===== src/rtl/pc_predict_unit.sv =====
// Fetch PC register with a direct-mapped BTB and 2-bit direction counters.
// Execute-stage resolutions train the BTB; mispredicts redirect fetch.
module pc_predict_unit #(
  parameter int DATA_WIDTH = 32,
  parameter logic [DATA_WIDTH-1:0] RESET_VECTOR = 32'hBFC00000,
  parameter int BTB_ENTRIES = 16,
  parameter int CNT_WIDTH = 16
) (
  input  logic                  clk,
  input  logic                  reset,
  input  logic                  enable,
  input  logic                  UpdateE,
  input  logic [DATA_WIDTH-1:0] PCE,
  input  logic                  TakenE,
  input  logic [DATA_WIDTH-1:0] TargetE,
  input  logic                  MispredictE,
  output logic [DATA_WIDTH-1:0] PCF,
  output logic [DATA_WIDTH-1:0] PCPlus4F,
  output logic                  PredTakenF,
  output logic [DATA_WIDTH-1:0] PredTargetF,
  output logic [CNT_WIDTH-1:0]  MispredCount
);

  localparam int IDX_BITS = $clog2(BTB_ENTRIES);
  localparam int TAG_W    = DATA_WIDTH - IDX_BITS - 2;
  localparam int TGT_W    = DATA_WIDTH - 2;

  logic             valid_q [BTB_ENTRIES];
  logic [TAG_W-1:0] tag_q   [BTB_ENTRIES];
  logic [TGT_W-1:0] tgt_q   [BTB_ENTRIES];
  logic [1:0]       ctr_q   [BTB_ENTRIES];

  logic [IDX_BITS-1:0] idx_f;
  logic [IDX_BITS-1:0] idx_e;
  logic [TAG_W-1:0]    tag_f;
  logic [TAG_W-1:0]    tag_e;
  logic                hit_f;
  logic                hit_e;
  logic                redirect;
  logic [DATA_WIDTH-1:0] redir_pc;
  logic                unused_tgt;

  assign unused_tgt = ^TargetE[1:0];

  assign idx_f = PCF[IDX_BITS+1:2];
  assign tag_f = PCF[DATA_WIDTH-1:IDX_BITS+2];
  assign idx_e = PCE[IDX_BITS+1:2];
  assign tag_e = PCE[DATA_WIDTH-1:IDX_BITS+2];

  assign hit_f = valid_q[idx_f] && (tag_q[idx_f] == tag_f);
  assign hit_e = valid_q[idx_e] && (tag_q[idx_e] == tag_e);

  assign PCPlus4F    = PCF + DATA_WIDTH'(4);
  assign PredTakenF  = hit_f && ctr_q[idx_f][1];
  assign PredTargetF = PredTakenF ? {tgt_q[idx_f], 2'b00}
                                  : PCPlus4F;

  assign redirect = UpdateE && MispredictE;
  assign redir_pc = TakenE ? {TargetE[DATA_WIDTH-1:2], 2'b00}
                           : PCE + DATA_WIDTH'(4);

  // Redirect beats stall so the recovery path is never lost.
  always_ff @(posedge clk or negedge reset) begin
    if (!reset) begin
      PCF <= RESET_VECTOR;
    end else if (redirect) begin
      PCF <= redir_pc;
    end else if (enable) begin
      PCF <= PredTargetF;
    end
  end

  always_ff @(posedge clk or negedge reset) begin
    if (!reset) begin
      MispredCount <= '0;
    end else if (redirect && (MispredCount != '1)) begin
      MispredCount <= MispredCount + CNT_WIDTH'(1);
    end
  end

  always_ff @(posedge clk or negedge reset) begin
    if (!reset) begin
      for (int i = 0; i < BTB_ENTRIES; i++) begin
        valid_q[i] <= 1'b0;
        tag_q[i]   <= '0;
        tgt_q[i]   <= '0;
        ctr_q[i]   <= 2'b00;
      end
    end else if (UpdateE) begin
      if (hit_e) begin
        if (TakenE) begin
          if (ctr_q[idx_e] != 2'b11)
            ctr_q[idx_e] <= ctr_q[idx_e] + 2'd1;
          tgt_q[idx_e] <= TargetE[DATA_WIDTH-1:2];
        end else if (ctr_q[idx_e] != 2'b00) begin
          ctr_q[idx_e] <= ctr_q[idx_e] - 2'd1;
        end
      end else if (TakenE) begin
        // New taken branch starts weakly taken.
        valid_q[idx_e] <= 1'b1;
        tag_q[idx_e]   <= tag_e;
        tgt_q[idx_e]   <= TargetE[DATA_WIDTH-1:2];
        ctr_q[idx_e]   <= 2'b10;
      end
    end
  end

endmodule


===== config.mk =====
export PLATFORM = sky130hd
export DESIGN_NAME = pc_predict_unit
export DESIGN_NICKNAME = d
export VERILOG_FILES = /design/src/rtl/pc_predict_unit.sv
export SDC_FILE = /design/constraint.sdc
export NUM_CORES = 2
export LEC_CHECK = 0
export CORE_MARGIN = 2
export CORE_UTILIZATION = 35
export CTS_BUF_LIST = sky130_fd_sc_hd__clkbuf_8
export DETAILED_ROUTE_END_ITERATION = 8
export GPL_ROUTABILITY_DRIVEN = 1
export PLACE_DENSITY = 0.49
export SLEW_MARGIN = 15
export SYNTH_ARGS = -nofsm -noshare
export SYNTH_HDL_FRONTEND = slang
export SYNTH_SLANG_ARGS = --single-unit

===== constraint.sdc =====
create_clock -name clk -period 11.6 [get_ports clk]
set_input_delay 1.16 -clock clk [delete_from_list [all_inputs] [get_ports clk]]
set_output_delay 1.16 -clock clk [all_outputs]
set_load 0.05 [all_outputs]

==> results.cfg <==
[outcome]
outcome = finished, final reports clean

[critical_path]
crit_path_end_kind = output pin
crit_top_cell = buf_4
cp.required_ns = 10.44
start_kind = register
critPathTopFamily = buffers and inverters
worstSetupPathType = register to output pin
crit_path_top_delay_cell = dfrtp_4
worstPathArrival_ns = 7.33
cp_slowest_stage_delay_ns = 0.74
worstPathMaxFanout = 60
crit_chain = buf_4 -> buf_4 -> mux4_2 -> nor3b_1 -> a2111oi_0 -> nand3_1 -> nand4_1 -> nor4_4 -> buf_4 -> nand2_2 -> buf_4 -> mux2_2 -> clkdlybuf4s50_1
crit_buf_inv = 5

[cts]
cts_root_buffer = clkbuf_8
clk_path_buf_depth = 3
hold_buffers = 0
post_cts_buffers = 0
cts_tree = yes
cts_buffers = 183
htree_levels = 4
path_clk_slew_ns = 0.06
ctsResizeCount = 0
clock_latency_ns = 0.94
cts_sinks = 992

[pwr]
power.leakage_nw = 26.4
cellPowerDensity_nw_per_um2 = 191
ir_drop_mv = 0.108

[min_path]
hp-class = input port to asynchronous set/reset pin

[timing]
slew_headroom_pct = 20.6
finalCriticalPeriod_ns = 8.49
final_hold_viol_count = 0
report.final.slew_viol_count = 0
fin_crit_sh_pct = 73.2
fin_skew_ns = 0.0792
fin_setup_tns_ns = 0
tightestPinTransition_ns = 1.19
fmaxAchievable_mhz = 118
setup_ws_ns = 3.11
rsz0062_at_grt = false
setup_violations = 0

[yosys]
syn_area_per_cell_um2 = 13.8
synthTopCellsByCount = 983 x dfrtp_1, 940 x mux2_2, 313 x mux4_2, 200 x mux2i_1, 166 x clkbuf_1
netlist.area_leader.share_pct = 46.5
synth_fp_nets = 3908
synth_edf_count = 0
synthArstFlopShare_pct = 100
synth-main-ff-cell = dfrtp_1
synth_area_um2 = 52900
synth_area_leader_cell = dfrtp_1
ys_types = 91
netlist_top_cells_area = dfrtp_1 47%, mux2_2 20%, mux4_2 13%
yosysSeqAreaShare_pct = 47.0
ys_warn_count = 0
ys_ff_latch = 992
synth_most_common_cell = dfrtp_1
synth_cells = 3830

[placed_design]
place.gp.congestion = 0.882
place_inst = 5782
pre_cts_slack_ns = 3.83
numPortBuffers = 180
dp_hpwl_mm = 119

[die]
fp.dieW_um = 393
dieArea_um2 = 154000
initial_core_util_pct = 35.3
ios = 183
die_h_um = 393
core_um2 = 150000
rows = 142

[routing]
drtIter0Drc = 3120
drt-total-wl_mm = 189
vias_per_cell = 5.84
drt-met1-wl_mm = 84.9
drcViolationCount = 0
wl_met3_mm = 12.3
first_pass_iters = 5
drtAntennaViolNets = 0
vias = 35700
wl_met2_mm = 86.8
highest_layer = met5
wl_per_cell_um = 31.0

[grt]
overflow = 0
grt_pass1_wl_mm = 272
grt_max_degree = 166
antenna_found_initial = 17
track_usage_pct = 24.5
grt_pass1_vias = 36100

[cells_and_area]
fillCellCount = 14300
layoutNonFillerInstCount = 6104
multi_input_area_um2 = 26300
syn_to_final_growth_pct = 13.9
nNetsFinal = 4029
layout-drive-gt1-share_pct = 42.2
regArea_um2 = 24900
final_util_pct = 40.1

[run]
cap_violations = 0
[layer usage]
layer,up-vias,track usage (%)
li1,14800,-
met1,19300,34.7
met2,1204,38.0
met3,279,4.87
met4,16,6.96
met5,-,0
[per-stage QoR]
| step | hold WS [ns] | cell area (µm²) | power (mW) |
|---|---|---|---|
| floorplan | 0.451 | 52900 | 6.92 |
| global placement | 0.479 | 56600 | 8.16 |
| detailed placement | 0.481 | 56600 | 8.20 |
| CTS | 0.263 | 60200 | 11.6 |
| global route | 0.329 | 60200 | 12.0 |
| finish | 0.307 | 60200 | 11.5 |
[cells by family (layout without fill, tap and decap cells)]
family	Yosys count	count (layout)	synth area share (%)
buf+inv	416	669	3.55
compound gates	325	325	4.69
xor+xnor	101	101	1.67
simple gates	519	519	5.34
mux	1469	1469	37.6
flops	992	992	47.0
fa+ha+maj	8	8	0.189
other cells	0	5	0
[path summary, 6_finish.rpt]
check,slack (ns),startpoint,cells after the start,to
hold / removal,0.31,reset,1,tag_q[105]
setup / recovery,3.11,PCF[2],13,PredTargetF[7]
setup reg to reg,5.55,tag_q[117],10,tag_q[153]
min in group clk,0.50,valid_q[6],1,valid_q[6]
hold reg to reg,0.50,valid_q[6],1,valid_q[6]
max in group asynchronous,9.05,reset,3,PCF[2]
[registers in the layout, indices dropped and copies added (netlist names)]
signal	count
tgt_q	480
tag_q	416
PCF	32
ctr_q	32
MispredCount	16
valid_q	16
[where the power goes]
part           total, mW  switching, mW  internal [mW]
sequential          4.64          0.515           4.13
clock               3.36           1.61           1.74
combinational       3.52           1.87           1.65
[layout by cell type (no fill, tap or decap), drive strengths merged, types with 10 or more instances in the layout]
cell type / count
o221ai: 20
buf: 117
clkbuf: 222
mux4: 314
nand3: 84
a31oi: 18
clkdlybuf4s50: 174
a31o: 10
nor4: 21
a21oi: 31
nor2b: 14
o21ai: 46
o221a: 14
and2: 15
and3: 34
inv: 142
o22ai: 28
a2bb2oi: 20
nor3: 32
mux2i: 200
clkinv: 12
a2111oi: 10
nand4: 54
xnor2: 89
nand2: 136
a22o: 12
nand2b: 20
nor2: 61
a22oi: 42
or3: 10
dfrtp: 983
xor2: 12
mux2: 955
[cell type report]
type                       count  share of cell area (%)
antenna                        5                  0.0208
clock buffer                 222                    5.08
clock inverter                95                   0.921
inverter                      61                   0.384
multi-input combinational   2422                    43.6
sequential                   992                    41.3
tap                         2016                    4.19
timing repair buffer         291                    4.50
No activity file was read; power rests on OpenSTA's default activity.
